`src/rtl/oram_request_arbiter.sv`:
```
// rtl/oram_request_arbiter.sv - two-requester round-robin arbiter in front of an ORAM backend
module oram_request_arbiter #(
    parameter int BECMDWidth  = 2,
    parameter int ORAMU       = 32,
    parameter int FEDWidth    = 64,
    parameter int ORAMB       = 512,
    parameter int Outstanding = 4
) (
    input  logic                          Clock,
    input  logic                          Reset_n,
    input  logic [BECMDWidth-1:0]         R0Command,
    input  logic [ORAMU-1:0]              R0PAddr,
    input  logic                          R0CommandValid,
    output logic                          R0CommandReady,
    input  logic [BECMDWidth-1:0]         R1Command,
    input  logic [ORAMU-1:0]              R1PAddr,
    input  logic                          R1CommandValid,
    output logic                          R1CommandReady,
    input  logic [FEDWidth-1:0]           R0DataIn,
    input  logic                          R0DataInValid,
    output logic                          R0DataInReady,
    input  logic [FEDWidth-1:0]           R1DataIn,
    input  logic                          R1DataInValid,
    output logic                          R1DataInReady,
    output logic [FEDWidth-1:0]           R0DataOut,
    output logic                          R0DataOutValid,
    input  logic                          R0DataOutReady,
    output logic [FEDWidth-1:0]           R1DataOut,
    output logic                          R1DataOutValid,
    input  logic                          R1DataOutReady,
    output logic [BECMDWidth-1:0]         ORAMCommand,
    output logic [ORAMU-1:0]              ORAMPAddr,
    output logic                          ORAMCommandValid,
    input  logic                          ORAMCommandReady,
    output logic [FEDWidth-1:0]           ORAMDataIn,
    output logic                          ORAMDataInValid,
    input  logic                          ORAMDataInReady,
    input  logic [FEDWidth-1:0]           ORAMDataOut,
    input  logic                          ORAMDataOutValid,
    output logic                          ORAMDataOutReady,
    output logic                          Grant,
    output logic                          Busy,
    output logic [$clog2(Outstanding):0]  Pending
);
    localparam int Beats = ORAMB / FEDWidth;
    localparam int BCW   = $clog2(Beats + 1);
    localparam int AW    = (Outstanding > 1) ? $clog2(Outstanding) : 1;
    localparam int PW    = $clog2(Outstanding) + 1;
    localparam logic [BCW-1:0]        LAST_BEAT  = BCW'(Beats - 1);
    localparam logic [PW-1:0]         MAX_PEND   = PW'(Outstanding);
    localparam logic [AW-1:0]         LAST_SLOT  = AW'(Outstanding - 1);
    localparam logic [BECMDWidth-1:0] CMD_APPEND = BECMDWidth'(1);

    typedef enum logic [1:0] {IDLE, CMD, WDATA} state_t;

    state_t                state;
    logic [BECMDWidth-1:0] cmd_q;
    logic [ORAMU-1:0]      addr_q;
    logic                  winner;
    logic [BCW-1:0]        wr_beat;
    logic [BCW-1:0]        rd_beat;
    logic                  tag_mem [Outstanding];
    logic [AW-1:0]         wr_ptr;
    logic [AW-1:0]         rd_ptr;

    logic read_room, elig0, elig1, pick;
    logic cmd_fire, din_fire, dout_fire, in_wdata;
    logic tag_valid, head, push, pop;

    // Update and Append carry a write burst; Read and ReadRmv return one.
    function automatic logic is_write(input logic [BECMDWidth-1:0] c);
        return c <= CMD_APPEND;
    endfunction

    function automatic logic [AW-1:0] next_slot(input logic [AW-1:0] p);
        return (p == LAST_SLOT) ? '0 : p + 1'b1;
    endfunction

    assign read_room = Pending < MAX_PEND;
    assign elig0     = R0CommandValid && (is_write(R0Command) || read_room);
    assign elig1     = R1CommandValid && (is_write(R1Command) || read_room);
    assign pick      = (elig0 && elig1) ? ~Grant : elig1;

    assign ORAMCommandValid = (state == CMD);
    assign ORAMCommand      = cmd_q;
    assign ORAMPAddr        = addr_q;
    assign cmd_fire         = ORAMCommandValid && ORAMCommandReady;
    assign R0CommandReady   = cmd_fire && !winner;
    assign R1CommandReady   = cmd_fire && winner;

    assign in_wdata        = (state == WDATA);
    assign ORAMDataIn      = winner ? R1DataIn : R0DataIn;
    assign ORAMDataInValid = in_wdata && (winner ? R1DataInValid : R0DataInValid);
    assign R0DataInReady   = in_wdata && !winner && ORAMDataInReady;
    assign R1DataInReady   = in_wdata && winner && ORAMDataInReady;
    assign din_fire        = ORAMDataInValid && ORAMDataInReady;

    // Return data is steered purely by the oldest outstanding tag.
    assign tag_valid        = (Pending != '0);
    assign head             = tag_mem[rd_ptr];
    assign R0DataOut        = ORAMDataOut;
    assign R1DataOut        = ORAMDataOut;
    assign R0DataOutValid   = tag_valid && !head && ORAMDataOutValid;
    assign R1DataOutValid   = tag_valid && head && ORAMDataOutValid;
    assign ORAMDataOutReady = tag_valid && (head ? R1DataOutReady : R0DataOutReady);
    assign dout_fire        = ORAMDataOutValid && ORAMDataOutReady;

    assign push = cmd_fire && !is_write(cmd_q);
    assign pop  = dout_fire && (rd_beat == LAST_BEAT);
    assign Busy = (state != IDLE) || tag_valid;

    always_ff @(posedge Clock) begin
        if (!Reset_n) begin
            state   <= IDLE;
            Grant   <= 1'b1;
            winner  <= 1'b0;
            cmd_q   <= '0;
            addr_q  <= '0;
            wr_beat <= '0;
            rd_beat <= '0;
            wr_ptr  <= '0;
            rd_ptr  <= '0;
            Pending <= '0;
        end else begin
            case (state)
                IDLE: begin
                    if (elig0 || elig1) begin
                        winner <= pick;
                        cmd_q  <= pick ? R1Command : R0Command;
                        addr_q <= pick ? R1PAddr : R0PAddr;
                        state  <= CMD;
                    end
                end
                CMD: begin
                    if (cmd_fire) begin
                        Grant   <= winner;
                        wr_beat <= '0;
                        state   <= is_write(cmd_q) ? WDATA : IDLE;
                    end
                end
                WDATA: begin
                    if (din_fire) begin
                        if (wr_beat == LAST_BEAT) begin
                            wr_beat <= '0;
                            state   <= IDLE;
                        end else begin
                            wr_beat <= wr_beat + 1'b1;
                        end
                    end
                end
                default: state <= IDLE;
            endcase

            if (push) wr_ptr <= next_slot(wr_ptr);
            if (pop) rd_ptr <= next_slot(rd_ptr);
            if (dout_fire) rd_beat <= pop ? '0 : rd_beat + 1'b1;
            if (push && !pop) Pending <= Pending + 1'b1;
            else if (pop && !push) Pending <= Pending - 1'b1;
        end
    end

    // Tag storage needs no reset: entries are only read behind a nonzero Pending.
    always_ff @(posedge Clock) begin
        if (push) tag_mem[wr_ptr] <= winner;
    end
endmodule

```
`config.mk`:
```
export PLATFORM = sky130hd
export DESIGN_NAME = oram_request_arbiter
export DESIGN_NICKNAME = d
export VERILOG_FILES = /design/src/rtl/oram_request_arbiter.sv
export SDC_FILE = /design/constraint.sdc
export NUM_CORES = 1
export LEC_CHECK = 0
export CORE_AREA = 10 10 192 194
export DETAILED_ROUTE_END_ITERATION = 10
export DIE_AREA = 0 0 202 204
export HOLD_SLACK_MARGIN = 0.02
export PLACE_DENSITY_LB_ADDON = 0.1
export SYNTH_ARGS = -nofsm -noshare
export SYNTH_HDL_FRONTEND = slang
export SYNTH_SLANG_ARGS = --single-unit
```
`constraint.sdc`:
```
create_clock -name Clock -period 5.83 [get_ports Clock]
set_clock_uncertainty 0.15 [all_clocks]
set_input_delay 1.166 -clock Clock [delete_from_list [all_inputs] [get_ports Clock]]
set_output_delay 1.166 -clock Clock [all_outputs]
set_load 0.02 [all_outputs]
```
==> After elaboration in Yosys (flattened, before gate mapping) <==
Memories as Yosys holds them, arrays and structs flattened. A register that Yosys moved wholly into a read port is not among the register bits.
Cells that the tools add are included.
{ "word_totals": {"ff_bits": 53, "mem_bits_rw": 4, "inputBits": 271, "elab_cells": 97, "memories": 1} }
{ "memory_table": {"columns": ["name", "depth", "width", "rd", "rd_clocked_by_memory_dff", "wr", "line_no", "rtl"], "rows": [
  ["tag_mem", 4, 1, 1, 1, 1, "62", "logic tag_mem [Outstanding];"]
]} }
{ "op_classes": {"addsub": 6, "magnitude_cmp": 4, "eq_ne": 10, "muxes": 25, "bitwise": 1, "n_reduce_logical": 40} }
{ "op_table": {"columns": ["operator", "n"], "rows": [
  ["2-to-1 mux 64 bit", 1],
  ["2-to-1 mux 32 bit", 1],
  ["logical AND 1 bit", 22],
  ["2-to-1 mux 2 bit", 10],
  ["2-to-1 mux 4 bit", 4],
  ["adder 4 x 1 -> 4 bit (second input constant)", 2],
  ["== test 4 x 3 -> 1 bit (second input constant)", 2],
  ["one-hot mux 4 bit (2 select lines)", 1],
  ["== test 2 bit (second input constant)", 3],
  ["<= comparator 2 x 1 -> 1 bit (second input constant)", 3],
  ["2-to-1 mux 3 bit", 2],
  ["one-hot mux 2 bit (3 select lines)", 1],
  ["nonzero test 2 bit", 3],
  ["zero test 1 bit", 5],
  ["2-to-1 mux 1 bit", 5],
  ["adder 2 x 1 -> 2 bit (second input constant)", 2],
  ["logical OR 1 bit", 4],
  ["!= test 2 x 1 -> 1 bit (second input constant)", 2],
  ["!= test 2 bit (second input constant)", 2],
  ["AND reduction 2 bit", 2],
  ["AND reduction 4 bit", 1],
  ["adder 3 x 1 -> 3 bit (second input constant)", 1],
  ["less-than comparator 3 bit (second input constant)", 1],
  ["AND reduction 3 bit", 1],
  ["5 further kinds", 5]
]} }

==> Longest topological paths before layout <==
{ "depth": {"depth_word": 7, "mapped_depth": 11} }

==> Worst setup path after synthesis <==
Ideal clock, no wire load.
{ "synth_path": {"path_type": "input to output", "startpoint": "in R1DataOutReady", "endpoint": "out ORAMDataOutReady", "arrival_time_ps": 1685, "path_slack_ps": 2829, "path_stages": 3, "path_buffers": 1, "cell_sequence": "mux2i_1 > buf_6 > nor2_1"} }
{ "synth_between": {"elab_chain_len": 2} }
{ "synth_lines": {"columns": ["item", "line_no", "rtl"], "rows": [
  ["start, declared", "30", "input logic R1DataOutReady,"],
  ["2-to-1 mux 1 bit", "105", "assign ORAMDataOutReady = tag_valid && (head ? R1DataOutReady : R0DataOutReady);"],
  ["logical AND 1 bit", "105", null],
  ["end, declared", "40", "output logic ORAMDataOutReady,"]
]} }
Every way passes these cells.

==> Worst setup path in the final report <==
Same ends and word-level chain as after synthesis.

==> flow_metrics.tcl <==
set metrics [dict create \
    run_status "complete, no violations" \
    p_total_w 0.00164 \
    num_rows 67 \
    clock-sinks 59 \
    cp_max_fo 12 \
    postCtsSetupBuffers 0 \
    tns_ps 0 \
    drtIter0Drc 84 \
    netlist_area_sq_um 4510 \
    worstSetupPathType "in -> out" \
    setup_slack_ps 1690 \
    syn_nets 777 \
    min_path_cells 2 \
    holdCritPathClass "reg -> reg" \
    clock_power_share 0.329 \
    relSlewSlack 0.341 \
    routed_via_density 3.57 \
    ys_seq_area_frac 0.271 \
    dpl_worst_slack_ps 1650 \
    power.switching_w 0.000530 \
    utilization 0.228 \
    path_clk_slew_ps 60 \
    power_frac_seq 0.293 \
    synth-seq-cells 59 \
    wirelength_mm 22.7 \
    cts_tree "yes" \
    io_buffers 318 \
    p_leak_nw 2.80 \
    die_h_um 204 \
    htree_levels 3 \
    cts-root-buf "clkbuf_16" \
    antenna_found_initial 5 \
    hold_buffers 0 \
    gp_congestion 0.839 \
    grt_pass1_wl_mm 31.6 \
    start_util 0.136 \
    final_nets 956 \
    pin_count 511 \
    synthToLayoutAreaGrowth_pct 67.1 \
    ant_nets 0 \
    combPwrFrac 0.378 \
    coreArea_sq_um 33100 \
    drc 0 \
    fin_crit_sh 0.711 \
    post_cts_resized 0 \
    finalSetupViolCount 0 \
    hold_violations 0 \
    worst-slew-pin-transition_ps 988 \
    clockBufferDepth 2 \
    maxCapViolations 0 \
    powerDensity_nw_per_um2 218 \
    first_global_vias 4412 \
    synth_edf_count 4 \
    dieArea_sq_um 41200 \
    intPower_w 0.00111 \
    synth-async-reset-ratio 0 \
    fmax_mhz 241 \
    dp_hpwl_mm 19.7 \
    ys_warn_count 0 \
    synth_flop_cell "dfxtp_1" \
    drv_slew 0 \
    synth_cell_types 42 \
    grt_max_degree 53 \
    crit_path_end_kind "output pin" \
    drive_gt1_frac 0.135 \
    fillCellCount 3607 \
    cts_buffers 9 \
    ir_drop_v 0.000134 \
    switching_share 0.323 \
    syn_inst 497 \
    grt-ovfl-total 0 \
    avgRoutedWirePerCell_um 20.1 \
    cp.required_ps 4510 \
    vias 4045 \
    synth_area_per_cell_sq_um 9.07 \
    rsz0062_at_grt "false" \
    grt_usage 0.105 \
    first_pass_iters 4 \
    startpoint_type "input port" \
    layout_min_cycle_time_ps 4140 \
    clock_latency_ps 340 \
    crit_arrival_ps 2830 \
    die_w_um 202 \
    rr_worst_depth 10 \
]
flip-flops by register name, indices dropped and copies added (netlist names), named ones only:
register / cells
winner: 1
wr_ptr: 2
Pending: 3
ORAMCommand: 2
ORAMPAddr: 32
wr_beat: 4
rd_ptr: 2
Grant: 1
rd_beat: 4
state: 2
tag_mem: 4
cells by family after synthesis:
kind of cell / after synthesis / share of synthesized area
multiplexers: 104 / 0.252
AND/OR/NAND/NOR: 96 / 0.103
adder cells (fa/ha/maj): 9 / 0.0266
flip-flops: 59 / 0.271
buffers and inverters: 162 / 0.246
XOR/XNOR: 2 / 0.00389
AO/OA/AOI/OAI: 65 / 0.0982
final cells by class:
cell class              count  area [sq um]  share of cell area
diodes                      3          7.51            0.000997
clock buffers              10           250              0.0332
clock inverters             6          51.3             0.00681
inverters                   6          22.5             0.00299
multi-input cells         276          2190               0.291
flip-flops and latches     59          1220               0.162
well taps                 448           561              0.0744
repair buffers            324          3230               0.429
power by group through the flow:
stage | clock network (W) | logic (W) | registers [W]
finish | 0.000541 | 0.000621 | 0.000481
global route | 0.000581 | 0.000665 | 0.000487
CTS | 0.000567 | 0.000638 | 0.000482
detailed placement | 0 | 0.000635 | 0.000490
global placement | 0 | 0.000632 | 0.000490
floorplan | 0 | 0.000370 | 0.000519
synth_stat cells (2+ instances only):
master	n	area, sq um
inv_1	5	18.8
dfxtp_1	55	1100
clkbuf_1	11	41.3
buf_4	128	961
nand2b_1	4	25.0
mux2i_1	37	370
o21ai_0	8	40.0
mux2_2	66	743
ha_1	8	100
a211oi_1	34	255
edfxtp_1	4	120
buf_1	6	22.5
nor2b_1	2	12.5
a21oi_1	14	70.1
nor2_1	52	195
and3_1	4	25.0
xor2_1	2	17.5
nand2_1	11	41.3
or4_1	4	30.0
buf_2	10	50.1
and3b_1	3	26.3
and2_1	4	25.0
nand4_1	2	12.5
or3_1	3	18.8
nand3b_1	2	15.0
a31oi_1	2	12.5
critical path, stage by stage:
cell	delay, ps
clkdlybuf4s50_1	400
mux2i_1	570
nor2_1	120
clkdlybuf4s50_1	570
metrics by stage:
step	std cells	hold WS (ps)	area (sq um)
floorplan	497	302	4510
global placement	1113	316	7220
detailed placement	1113	329	7220
CTS	1129	336	7530
global route	1129	363	7530
finish	1132	333	7530
layer usage:
layer  up-vias  GRT usage  wire, um
met2       196      0.191     12100
li1       1977          -         -
met4         4     0.0282       317
met1      1831     0.0977      7640
met5         -    0.00594        47
met3        37     0.0599      2620
placed cells by master, fill, tap and decap left out, drive strengths merged, types with 2 or more instances in the layout:
cell type / count
nor2: 52
a311oi: 2
a31oi: 2
nand2b: 4
edfxtp: 4
or3: 3
o21ai: 8
mux2: 66
inv: 10
dfxtp: 55
nor2b: 2
mux2i: 37
buf: 6
clkdlybuf4s50: 318
or4: 4
nand2: 11
diode: 3
nand4: 2
xor2: 2
ha: 8
and2: 4
and3: 4
a211oi: 34
clkbuf: 10
nand3b: 2
and3b: 3
a21oi: 14
worst paths after layout:
check / startpoint / to / slack [ps]
min reg2reg: rd_beat[3] / rd_beat[3] / 330
min: rd_beat[3] / rd_beat[3] / 330
max: R1DataOutReady / ORAMDataOutReady / 1690
max reg2reg: flop / Pending[2] / 2590
Power figures use the tool's default switching activity.
